## src/rtl/noc_pkg.sv

```systemverilog
// Shared definitions for the NoC traffic generator: flit type codes, FSM state
// encoding and head/tail helpers. A flit type is packed as {tail, head}.
package noc_pkg;

    localparam logic [1:0] FLIT_BODY      = 2'b00;
    localparam logic [1:0] FLIT_HEAD      = 2'b01;
    localparam logic [1:0] FLIT_TAIL      = 2'b10;
    localparam logic [1:0] FLIT_HEAD_TAIL = 2'b11;

    localparam int LFSR_WIDTH = 16;

    typedef enum logic [1:0] {
        ST_IDLE = 2'd0,
        ST_SEND = 2'd1,
        ST_GAP  = 2'd2,
        ST_DONE = 2'd3
    } tg_state_t;

    function automatic logic is_head(input logic [1:0] flit_type_code);
        return flit_type_code[0];
    endfunction

    function automatic logic is_tail(input logic [1:0] flit_type_code);
        return flit_type_code[1];
    endfunction

    function automatic logic [1:0] make_flit_type(input logic is_first, input logic is_last);
        return {is_last, is_first};
    endfunction

endpackage

```

## src/rtl/noc_lfsr.sv

```systemverilog
// 16-bit Fibonacci LFSR, polynomial x^16+x^14+x^13+x^11+1, stepping only when
// en is high. Exposes just the low OUT_W bits that the caller consumes.
import noc_pkg::*;

module noc_lfsr #(
    parameter logic [LFSR_WIDTH-1:0] SEED  = 16'hACE1,
    parameter int                    OUT_W = 3
) (
    input  logic             clk,
    input  logic             reset,
    input  logic             en,
    output logic [OUT_W-1:0] value
);

    logic [LFSR_WIDTH-1:0] lfsr_state;
    logic                  feedback;

    assign feedback = lfsr_state[15] ^ lfsr_state[13] ^ lfsr_state[12] ^ lfsr_state[10];

    always_ff @(posedge clk or posedge reset) begin
        if (reset) begin
            lfsr_state <= SEED;
        end else if (en) begin
            lfsr_state <= {lfsr_state[LFSR_WIDTH-2:0], feedback};
        end
    end

    assign value = lfsr_state[OUT_W-1:0];

endmodule

```

## src/rtl/noc_traffic_gen.sv

```systemverilog
// Packet traffic generator for NoC bring-up. Defining TRAFFIC_GEN_CHECKER_EN
// adds a receive-side flit-order checker with its own ports.
//
// state | meaning
// IDLE  | waiting for start after reset
// SEND  | presenting flits of the current packet (valid high)
// GAP   | idle cycles between packets
// DONE  | run complete, done held until next start
import noc_pkg::*;

module noc_traffic_gen #(
    parameter int              NUM_OF_NODES            = 8,
    parameter int              NODE_ID                 = 0,
    parameter int              FLIT_DATA_WIDTH         = 16,
    parameter int              NUM_OF_VIRTUAL_CHANNELS = 2,
    parameter int              FLITS_PER_PACKET        = 4,
    parameter int              NUM_OF_PACKETS          = 16,
    parameter int              GAP_CYCLES              = 2,
    parameter logic [15:0]     LFSR_SEED               = 16'hACE1,
    localparam int             DEST_W = $clog2(NUM_OF_NODES),
    localparam int             VC_W   = (NUM_OF_VIRTUAL_CHANNELS > 1) ? $clog2(NUM_OF_VIRTUAL_CHANNELS) : 1
) (
    input  logic                       clk,
    input  logic                       reset,
    input  logic                       start,
    output logic                       busy,
    output logic                       done,
    output logic                       flit_out_valid,
    input  logic                       flit_out_ready,
    output logic [1:0]                 flit_out_type,
    output logic [DEST_W-1:0]          flit_out_dest,
    output logic [VC_W-1:0]            flit_out_vc,
    output logic [FLIT_DATA_WIDTH-1:0] flit_out_data,
    output logic [15:0]                tx_packet_count
`ifdef TRAFFIC_GEN_CHECKER_EN
    ,
    input  logic                       flit_in_valid,
    input  logic [1:0]                 flit_in_type,
    input  logic [VC_W-1:0]            flit_in_vc,
    input  logic [FLIT_DATA_WIDTH-1:0] flit_in_data,
    output logic [15:0]                rx_packet_count,
    output logic                       err
`endif
);

    localparam int              SEQ_W   = FLIT_DATA_WIDTH - 8;
    localparam logic [DEST_W-1:0] SELF_ID = DEST_W'(NODE_ID);
    localparam logic [VC_W-1:0]   VC_LAST = VC_W'(NUM_OF_VIRTUAL_CHANNELS - 1);

    tg_state_t         state, state_next;
    logic [7:0]        flit_idx;
    logic [7:0]        gap_cnt;
    logic [VC_W-1:0]   vc_ptr;
    logic [DEST_W-1:0] dest_reg, lfsr_dest, head_dest;
    logic              fire, first_flit, last_flit, last_packet;
    logic              run_clear, load_gap;

    assign first_flit  = (flit_idx == 8'd0);
    assign last_flit   = (flit_idx == 8'(FLITS_PER_PACKET - 1));
    assign fire        = (state == ST_SEND) && flit_out_ready;
    assign last_packet = (tx_packet_count == 16'(NUM_OF_PACKETS - 1));
    // Never address ourselves: bump to the next node, wrapping on the power-of-2 count.
    assign head_dest   = (lfsr_dest == SELF_ID) ? SELF_ID + DEST_W'(1) : lfsr_dest;

    noc_lfsr #(
        .SEED  (LFSR_SEED),
        .OUT_W (DEST_W)
    ) u_lfsr (
        .clk   (clk),
        .reset (reset),
        .en    (fire && first_flit),
        .value (lfsr_dest)
    );

    always_ff @(posedge clk or posedge reset) begin
        if (reset) begin
            state <= ST_IDLE;
        end else begin
            state <= state_next;
        end
    end

    always_comb begin
        state_next = state;
        run_clear  = 1'b0;
        load_gap   = 1'b0;
        case (state)
            ST_IDLE, ST_DONE: begin
                if (start) begin
                    state_next = ST_SEND;
                    run_clear  = 1'b1;
                end
            end
            ST_SEND: begin
                if (fire && last_flit) begin
                    if (GAP_CYCLES != 0) begin
                        state_next = ST_GAP;
                        load_gap   = 1'b1;
                    end else if (last_packet) begin
                        state_next = ST_DONE;
                    end else begin
                        state_next = ST_SEND;
                    end
                end
            end
            ST_GAP: begin
                if (gap_cnt == 8'd0) begin
                    state_next = (tx_packet_count == 16'(NUM_OF_PACKETS)) ? ST_DONE : ST_SEND;
                end
            end
            default: state_next = ST_IDLE;
        endcase
    end

    always_ff @(posedge clk or posedge reset) begin
        if (reset) begin
            flit_idx        <= '0;
            gap_cnt         <= '0;
            vc_ptr          <= '0;
            dest_reg        <= '0;
            tx_packet_count <= '0;
        end else begin
            if (run_clear) begin
                flit_idx        <= '0;
                vc_ptr          <= '0;
                tx_packet_count <= '0;
            end else if (fire) begin
                if (first_flit) begin
                    dest_reg <= head_dest;
                end
                if (last_flit) begin
                    flit_idx        <= '0;
                    tx_packet_count <= tx_packet_count + 16'd1;
                    vc_ptr          <= (vc_ptr == VC_LAST) ? '0 : vc_ptr + VC_W'(1);
                end else begin
                    flit_idx <= flit_idx + 8'd1;
                end
            end
            // Loaded with GAP_CYCLES-1 so the GAP state lasts exactly GAP_CYCLES cycles.
            if (load_gap) begin
                gap_cnt <= 8'(GAP_CYCLES - 1);
            end else if ((state == ST_GAP) && (gap_cnt != 8'd0)) begin
                gap_cnt <= gap_cnt - 8'd1;
            end
        end
    end

    assign flit_out_valid = (state == ST_SEND);
    assign busy           = (state == ST_SEND) || (state == ST_GAP);
    assign done           = (state == ST_DONE);

    // Outputs come only from registers, so they hold steady under backpressure.
    always_comb begin
        flit_out_type = '0;
        flit_out_dest = '0;
        flit_out_vc   = '0;
        flit_out_data = '0;
        if (flit_out_valid) begin
            flit_out_type = make_flit_type(first_flit, last_flit);
            flit_out_dest = first_flit ? head_dest : dest_reg;
            flit_out_vc   = vc_ptr;
            flit_out_data = {SEQ_W'(tx_packet_count), flit_idx};
        end
    end

`ifdef TRAFFIC_GEN_CHECKER_EN
    localparam int VC_SLOTS = 1 << VC_W;

    logic [7:0]          exp_idx [VC_SLOTS];
    logic [VC_SLOTS-1:0] in_pkt;
    logic [7:0]          in_idx;

    assign in_idx = flit_in_data[7:0];

    always_ff @(posedge clk or posedge reset) begin
        if (reset) begin
            rx_packet_count <= '0;
            err             <= 1'b0;
            in_pkt          <= '0;
            for (int i = 0; i < VC_SLOTS; i++) begin
                exp_idx[i] <= '0;
            end
        end else if (flit_in_valid) begin
            if (is_head(flit_in_type)) begin
                if (in_pkt[flit_in_vc] || (in_idx != 8'd0)) begin
                    err <= 1'b1;
                end
            end else if (!in_pkt[flit_in_vc] || (in_idx != exp_idx[flit_in_vc])) begin
                err <= 1'b1;
            end
            if (is_tail(flit_in_type)) begin
                in_pkt[flit_in_vc]  <= 1'b0;
                exp_idx[flit_in_vc] <= '0;
                rx_packet_count     <= rx_packet_count + 16'd1;
            end else begin
                in_pkt[flit_in_vc]  <= 1'b1;
                exp_idx[flit_in_vc] <= in_idx + 8'd1;
            end
        end
    end
`endif

endmodule

```

## config.mk

```make
export PLATFORM = sky130hd
export DESIGN_NAME = noc_traffic_gen
export DESIGN_NICKNAME = d
export VERILOG_FILES = /design/src/rtl/noc_pkg.sv /design/src/rtl/noc_lfsr.sv /design/src/rtl/noc_traffic_gen.sv
export SDC_FILE = /design/constraint.sdc
export NUM_CORES = 1
export LEC_CHECK = 0
export CAP_MARGIN = 20
export CORE_MARGIN = 5
export CORE_UTILIZATION = 35
export CTS_BUF_LIST = sky130_fd_sc_hd__clkbuf_8
export CTS_CLUSTER_SIZE = 30
export DETAILED_ROUTE_END_ITERATION = 12
export PLACE_DENSITY = 0.64
export SYNTH_ARGS = -nofsm -noshare
export SYNTH_HDL_FRONTEND = slang
export SYNTH_SLANG_ARGS = --single-unit
```

## constraint.sdc

```tcl
create_clock -name clk -period 2.9 [get_ports clk]
set_input_delay 0.29 -clock clk [delete_from_list [all_inputs] [get_ports clk]]
set_output_delay 0.29 -clock clk [all_outputs]
set_load 0.02 [all_outputs]
```

==> results.py, run 1 <==
metrics = {
    "outcome": {
        "status": "completed",
    },
    "worst_setup_path": {
        "arrival_ns": 2.25,
        "cp.required_ns": 2.61,
        "crit_path_max_fanout": 7,
        "crit_type": "flip-flop to output port",
        "cp-end-kind": "output port",
        "startpoint_type": "flip-flop",
    },
    "routing": {
        "drt_wl_total_um": 6650,
        "dr_total_vias": 2380,
        "ant_nets": 0,
        "wl_per_cell_um": 15.0,
        "first_pass_iters": 4,
        "drc": 0,
        "vias_per_cell": 5.37,
        "initialDrtViolationCount": 125,
    },
    "place": {
        "gp_congestion": 0.815,
        "port_buffers": 44,
        "dp.final_hpwl_um": 4790,
    },
    "layout": {
        "regArea_um2": 1360,
        "multiInputGateArea_um2": 1460,
        "num-fill-cells": 804,
        "area_delta_synth_final_pct": 22.5,
        "antenna_cells": 0,
        "layout.nets": 350,
        "drive_gt1_frac": 0.142,
        "largestRegisters": "tx_packet_count (16), u_lfsr.lfsr_state (16)",
    },
    "global_routing": {
        "grt.busiest_layer": "met2",
        "overflow": 0,
        "grt_pass1_vias": 2271,
        "grt_max_degree": 26,
        "use_met2": 0.213,
        "global_route.usage.met1": 0.182,
        "grt_pass1_wl_um": 11000,
        "antenna_found_initial": 0,
        "met3_usage": 0.0282,
        "track_usage": 0.132,
    },
    "timing": {
        "fmax_mhz": 394,
        "fin_worst_skew_ns": 0.00837,
        "period_needed_ns": 2.54,
        "setup_tns_ns": 0,
        "slew-limit-headroom": 0.574,
        "slew_violations": 0,
        "rsz0062_at_grt": "false",
        "hold_viol_final": 0,
        "worst_slew_pin_slew_ns": 0.638,
        "setup_viol": 0,
        "timing.final.crit_share": 0.875,
        "holdWs_ns": 0.206,
    },
    "floorplanning": {
        "die-area_um2": 10300,
        "pin_count": 45,
        "initial_core_util": 0.358,
        "fp.dieW_um": 101,
        "rows": 33,
        "die_h_um": 101,
        "core_area_um2": 8180,
    },
    "synth": {
        "yosysMostFrequentCell": "dfrtp_1",
        "synth-seq-cells": 54,
        "synthArstFlopShare": 1.00,
        "ys.flop_type": "dfrtp_1",
        "synth.top_cells.by_count": "dfrtp_1, nor2_1, a21oi_1, mux2_2, nand2_1",
        "yosysWarnings": 0,
        "synth.area.top_cells": "dfrtp_1, dfstp_2, mux2_2, ha_1, nor2_1",
        "synthCells": 294,
        "synth.avg_cell_area_um2": 9.96,
        "yosysTopAreaCell": "dfrtp_1",
        "syn-num-nets": 307,
        "synth_cell_type_count": 47,
        "synth_top_area_frac": 0.393,
        "synth_edf_count": 0,
        "netlist_area_um2": 2930,
        "synth-seq-area-share": 0.465,
    },
    "clock_network": {
        "cts_made_buffers": 5,
        "path_clk_slew_ns": 0.11,
        "clkSinkCount": 54,
        "hold_buffers": 0,
        "cts.path.max_buffers": 2,
        "clk_latency_ns": 0.31,
        "cts_resized": 0,
        "clk_root_buffer_cell": "clkbuf_8",
        "htreeDepth": 2,
        "post_cts_buffers": 0,
        "cts_tree": "built",
    },
    "flow_run": {
        "cap_violations": 0,
    },
    "power": {
        "irDropWorstVdd_uv": 211,
        "cellPowerDensity_nw_per_um2": 682,
        "p_leak_nw": 1.52,
    },
    "worst_hold_path": {
        "min_path_type": "primary input to asynchronous set/reset pin",
    },
}
## per-stage QoR
stage               std cells  setup slack (ns)  power [mW]   util  cell area [um^2]
global placement          435             0.716        1.99  0.427              3490
CTS                       443             0.333        2.47  0.439              3590
finish                    443             0.363        2.45  0.439              3590
detailed placement        435             0.707        2.01  0.427              3490
floorplan                 294             0.837        1.65      -              2930
global route              443             0.194        2.61  0.439              3590
## routing by layer
metal  share of wire  routed length [um]
met5               0                   0
met4          0.0087                  58
met3           0.045                 299
met2            0.47                3130
met1            0.48                3160
## cell type report
type,count,share of cell area
inverters,12,0.0126
flip-flops and latches,54,0.379
well taps,105,0.0366
multi-input cells,213,0.408
clock buffers,5,0.0192
clock inverters,3,0.00732
repair buffers,51,0.137
## kinds of logic after synthesis
kind of cell	count (synthesis)	synth area share
AO/OA/AOI/OAI	55	0.123
XOR/XNOR	13	0.0389
adder cells (fa/ha/maj)	9	0.0384
buffers and inverters	27	0.0359
flip-flops	54	0.465
multiplexers	21	0.0795
AND/OR/NAND/NOR	115	0.220
## critical path, cell delays in order (launching register included)
cell             delay, ns
dfrtp_1               0.48
nor4_4                0.33
nand3_1               0.24
mux2i_1               0.18
nor2_1                0.10
clkdlybuf4s50_1       0.62
## path summary, 6_finish.rpt
check | startpoint | endpoint | slack, ns | cells after the start
max reg2reg | state[0]$_DFFE_PP0P_ | flit_idx[7]$_DFFE_PP0P_ | 0.74 | 6
max in group asynchronous | reset | u_lfsr.lfsr_state[15]$_DFFE_PP1P_ | 2.05 | 3
min in group clk | u_lfsr.lfsr_state[0]$_DFFE_PP1P_ | u_lfsr.lfsr_state[0]$_DFFE_PP1P_ | 0.50 | 2
max | flit_idx[4]$_DFFE_PP0P_ | flit_out_dest[1] | 0.36 | 5
min | reset | u_lfsr.lfsr_state[4]$_DFFE_PP0P_ | 0.21 | 2
min reg2reg | u_lfsr.lfsr_state[0]$_DFFE_PP1P_ | u_lfsr.lfsr_state[0]$_DFFE_PP1P_ | 0.50 | 2
## report_power, final
part           internal [mW]  switching (mW)
registers              0.837          0.0941
clock network          0.180           0.274
logic                  0.424           0.638
total                   1.44            1.01
## placed cells by master (no fill, tap or decap), types with 4 or more instances in the layout
| master | instances |
|---|---|
| dfrtp_1 | 46 |
| clkdlybuf4s50_1 | 44 |
| nor2_1 | 28 |
| mux2_2 | 18 |
| a21oi_1 | 18 |
| nand2_1 | 17 |
| and2_1 | 16 |
| or4_1 | 10 |
| inv_1 | 10 |
| nand3_1 | 9 |
| o21ai_0 | 9 |
| ha_1 | 9 |
| o31ai_1 | 8 |
| dfstp_2 | 8 |
| and3_1 | 7 |
| xor2_1 | 7 |
| buf_4 | 7 |
| xnor2_1 | 6 |
| nand4_1 | 6 |
| clkbuf_8 | 5 |
| nor3_1 | 4 |
(Power assumes the default switching activity.)
==> inputs of run 2 (changes only) <==
--- a/config.mk
+++ b/config.mk
@@ -6,7 +6,7 @@
 export NUM_CORES = 1
 export LEC_CHECK = 0
 export CAP_MARGIN = 20
-export CORE_MARGIN = 5
+export CORE_MARGIN = 1.5
 export CORE_UTILIZATION = 35
 export CTS_BUF_LIST = sky130_fd_sc_hd__clkbuf_8
 export CTS_CLUSTER_SIZE = 30
==> results.py, run 2 (synthesis results as in run 1) <==
metrics = {
    "power": {
        "power_frac_clock": 0.189,
        "p_leak_nw": 1.52,
        "power.switching_mw": 1.01,
        "p_int_mw": 1.44,
        "combPwrFrac": 0.431,
        "seq_power_share": 0.380,
        "cellPowerDensity_nw_per_um2": 681,
        "swShare": 0.411,
        "irDropWorstVdd_uv": 235,
    },
    "layout": {
        "area_delta_synth_final_pct": 22.8,
        "largestRegisters": "tx_packet_count (16), u_lfsr.lfsr_state (16)",
        "drive_gt1_frac": 0.139,
        "antenna_cells": 0,
        "final_util": 0.440,
        "layout.nets": 349,
        "final_common_cell": "dfrtp_1",
        "num-fill-cells": 793,
        "final_cell_mix": "dfrtp_1, clkdlybuf4s50_1, nor2_1",
        "fin_area_um2": 3600,
    },
    "clock_network": {
        "cts.path.max_buffers": 2,
        "htreeDepth": 2,
        "clk_root_buffer_cell": "clkbuf_8",
        "cts_made_buffers": 5,
        "clkSinkCount": 54,
        "cts_tree": "built",
        "path_clk_slew_ns": 0.11,
        "cts_resized": 0,
        "hold_buffers": 0,
        "post_cts_buffers": 0,
        "clk_latency_ns": 0.32,
    },
    "timing": {
        "slew_violations": 0,
        "period_needed_ns": 2.56,
        "rsz0062_at_grt": "false",
        "hold_viol_final": 0,
        "setup_viol": 0,
        "fmax_mhz": 390,
        "slew-limit-headroom": 0.541,
        "timing.final.crit_share": 0.884,
        "fin_worst_skew_ns": 0.00615,
        "setup_tns_ns": 0,
        "holdWs_ns": 0.320,
        "worst_slew_pin_slew_ns": 0.689,
    },
    "global_routing": {
        "overflow": 0,
        "grt.busiest_layer": "met2",
        "antenna_found_initial": 0,
        "grt_pass1_vias": 2260,
        "track_usage": 0.160,
        "grt_max_degree": 32,
        "grt_pass1_wl_um": 11200,
        "global_route.usage.met1": 0.223,
        "met3_usage": 0.0411,
        "use_met2": 0.243,
    },
    "routing": {
        "drc": 0,
        "dr_total_vias": 2393,
        "wl_per_cell_um": 15.1,
        "ant_nets": 0,
        "drt_wl_total_um": 6680,
        "initialDrtViolationCount": 113,
        "vias_per_cell": 5.41,
        "first_pass_iters": 4,
    },
    "floorplanning": {
        "pin_count": 45,
        "die-area_um2": 8930,
        "rows": 33,
        "core_area_um2": 8180,
        "initial_core_util": 0.358,
        "die_h_um": 94.5,
        "fp.dieW_um": 94.5,
    },
    "worst_setup_path": {
        "critical_path.max_stage_delay_ns": 0.61,
        "startpoint_type": "flip-flop",
        "reg2reg_from": "state[0]$_DFFE_PP0P_",
        "reg2reg_slack_ns": 0.69,
        "regToRegEndpoint": "flit_idx[7]$_DFFE_PP0P_",
        "cp_cell_sequence": "nor4_4 > nand3_1 > mux2i_1 > nor2_1 > clkdlybuf4s50_1",
        "cp-end-kind": "output port",
        "crit_type": "flip-flop to output port",
        "r2r_cells": 6,
        "crit_path_max_fanout": 7,
        "arrival_ns": 2.27,
        "cp.required_ns": 2.61,
        "critical-path-slowest-cell": "clkdlybuf4s50_1",
    },
    "outcome": {
        "status": "completed",
    },
    "place": {
        "placed_cell_area_um2": 3500,
        "gp_congestion": 0.783,
        "port_buffers": 44,
        "dp.final_hpwl_um": 4740,
    },
    "flow_run": {
        "cap_violations": 0,
    },
    "worst_hold_path": {
        "min_path_type": "primary input to asynchronous set/reset pin",
    },
}
==> run 2: cell types whose count changed in the layout (fill, tap and decap cells not counted), sizes merged <==
cell,before,now
buf,7,6
clkinv,1,2
inv,14,13
==> run 2: per-stage QoR <==
step / setup WS (ns) / power [mW] / instances
after detailed placement: 0.659 / 2.02 / 434
after floorplan: 0.837 / 1.65 / 294
after global routing: 0.206 / 2.63 / 442
final: 0.338 / 2.45 / 442
after global placement: 0.741 / 1.99 / 434
after CTS: 0.323 / 2.48 / 442
==> run 2: routing by layer <==
| metal | vias up | wire length [um] |
|---|---|---|
| met5 | - | 0 |
| met4 | 0 | 102 |
| met3 | 9 | 384 |
| met2 | 62 | 3090 |
| met1 | 1175 | 3100 |
| li1 | 1147 | - |
==> run 2: cell type report <==
cell class	count	area [um^2]	area share
inverters	12	45.0	0.0125
clock buffers	5	68.8	0.0191
repair buffers	50	498	0.138
clock inverters	3	28.8	0.00800
flip-flops and latches	54	1360	0.379
multi-input cells	213	1460	0.407
well taps	105	131	0.0365
==> run 2: worst max path at each step <==
| stage | from | endpoint |
|---|---|---|
| 2_1_floorplan | state[1]$_DFFE_PP0P_ | tx_packet_count[15]$_DFFE_PP0P_ |
| 3_3_place_gp | flit_idx[4]$_DFFE_PP0P_ | flit_out_dest[0] |
| 3_5_place_dp | state[0]$_DFFE_PP0P_ | flit_idx[7]$_DFFE_PP0P_ |
| 4_1_cts | flit_idx[4]$_DFFE_PP0P_ | flit_out_dest[1] |
| 5_1_grt | flit_idx[4]$_DFFE_PP0P_ | flit_out_dest[1] |
| 6_report | flit_idx[4]$_DFFE_PP0P_ | flit_out_dest[1] |
==> run 2: power groups by stage <==
stage / clock [mW] / sequential (mW) / combinational [mW]
6_report: 0.462 / 0.931 / 1.05
5_1_grt: 0.501 / 0.949 / 1.18
4_1_cts: 0.473 / 0.932 / 1.07
3_5_place_dp: 0 / 0.946 / 1.07
3_3_place_gp: 0 / 0.943 / 1.05
2_1_floorplan: 0 / 0.929 / 0.719
==> run 2: critical path: cells and delay by family, from the launching register on <==
kind / cells / cell delay [ns]
and+or+nand+nor: 3 / 0.68
muxes: 1 / 0.18
buffers and inverters: 1 / 0.61
DFF: 1 / 0.48
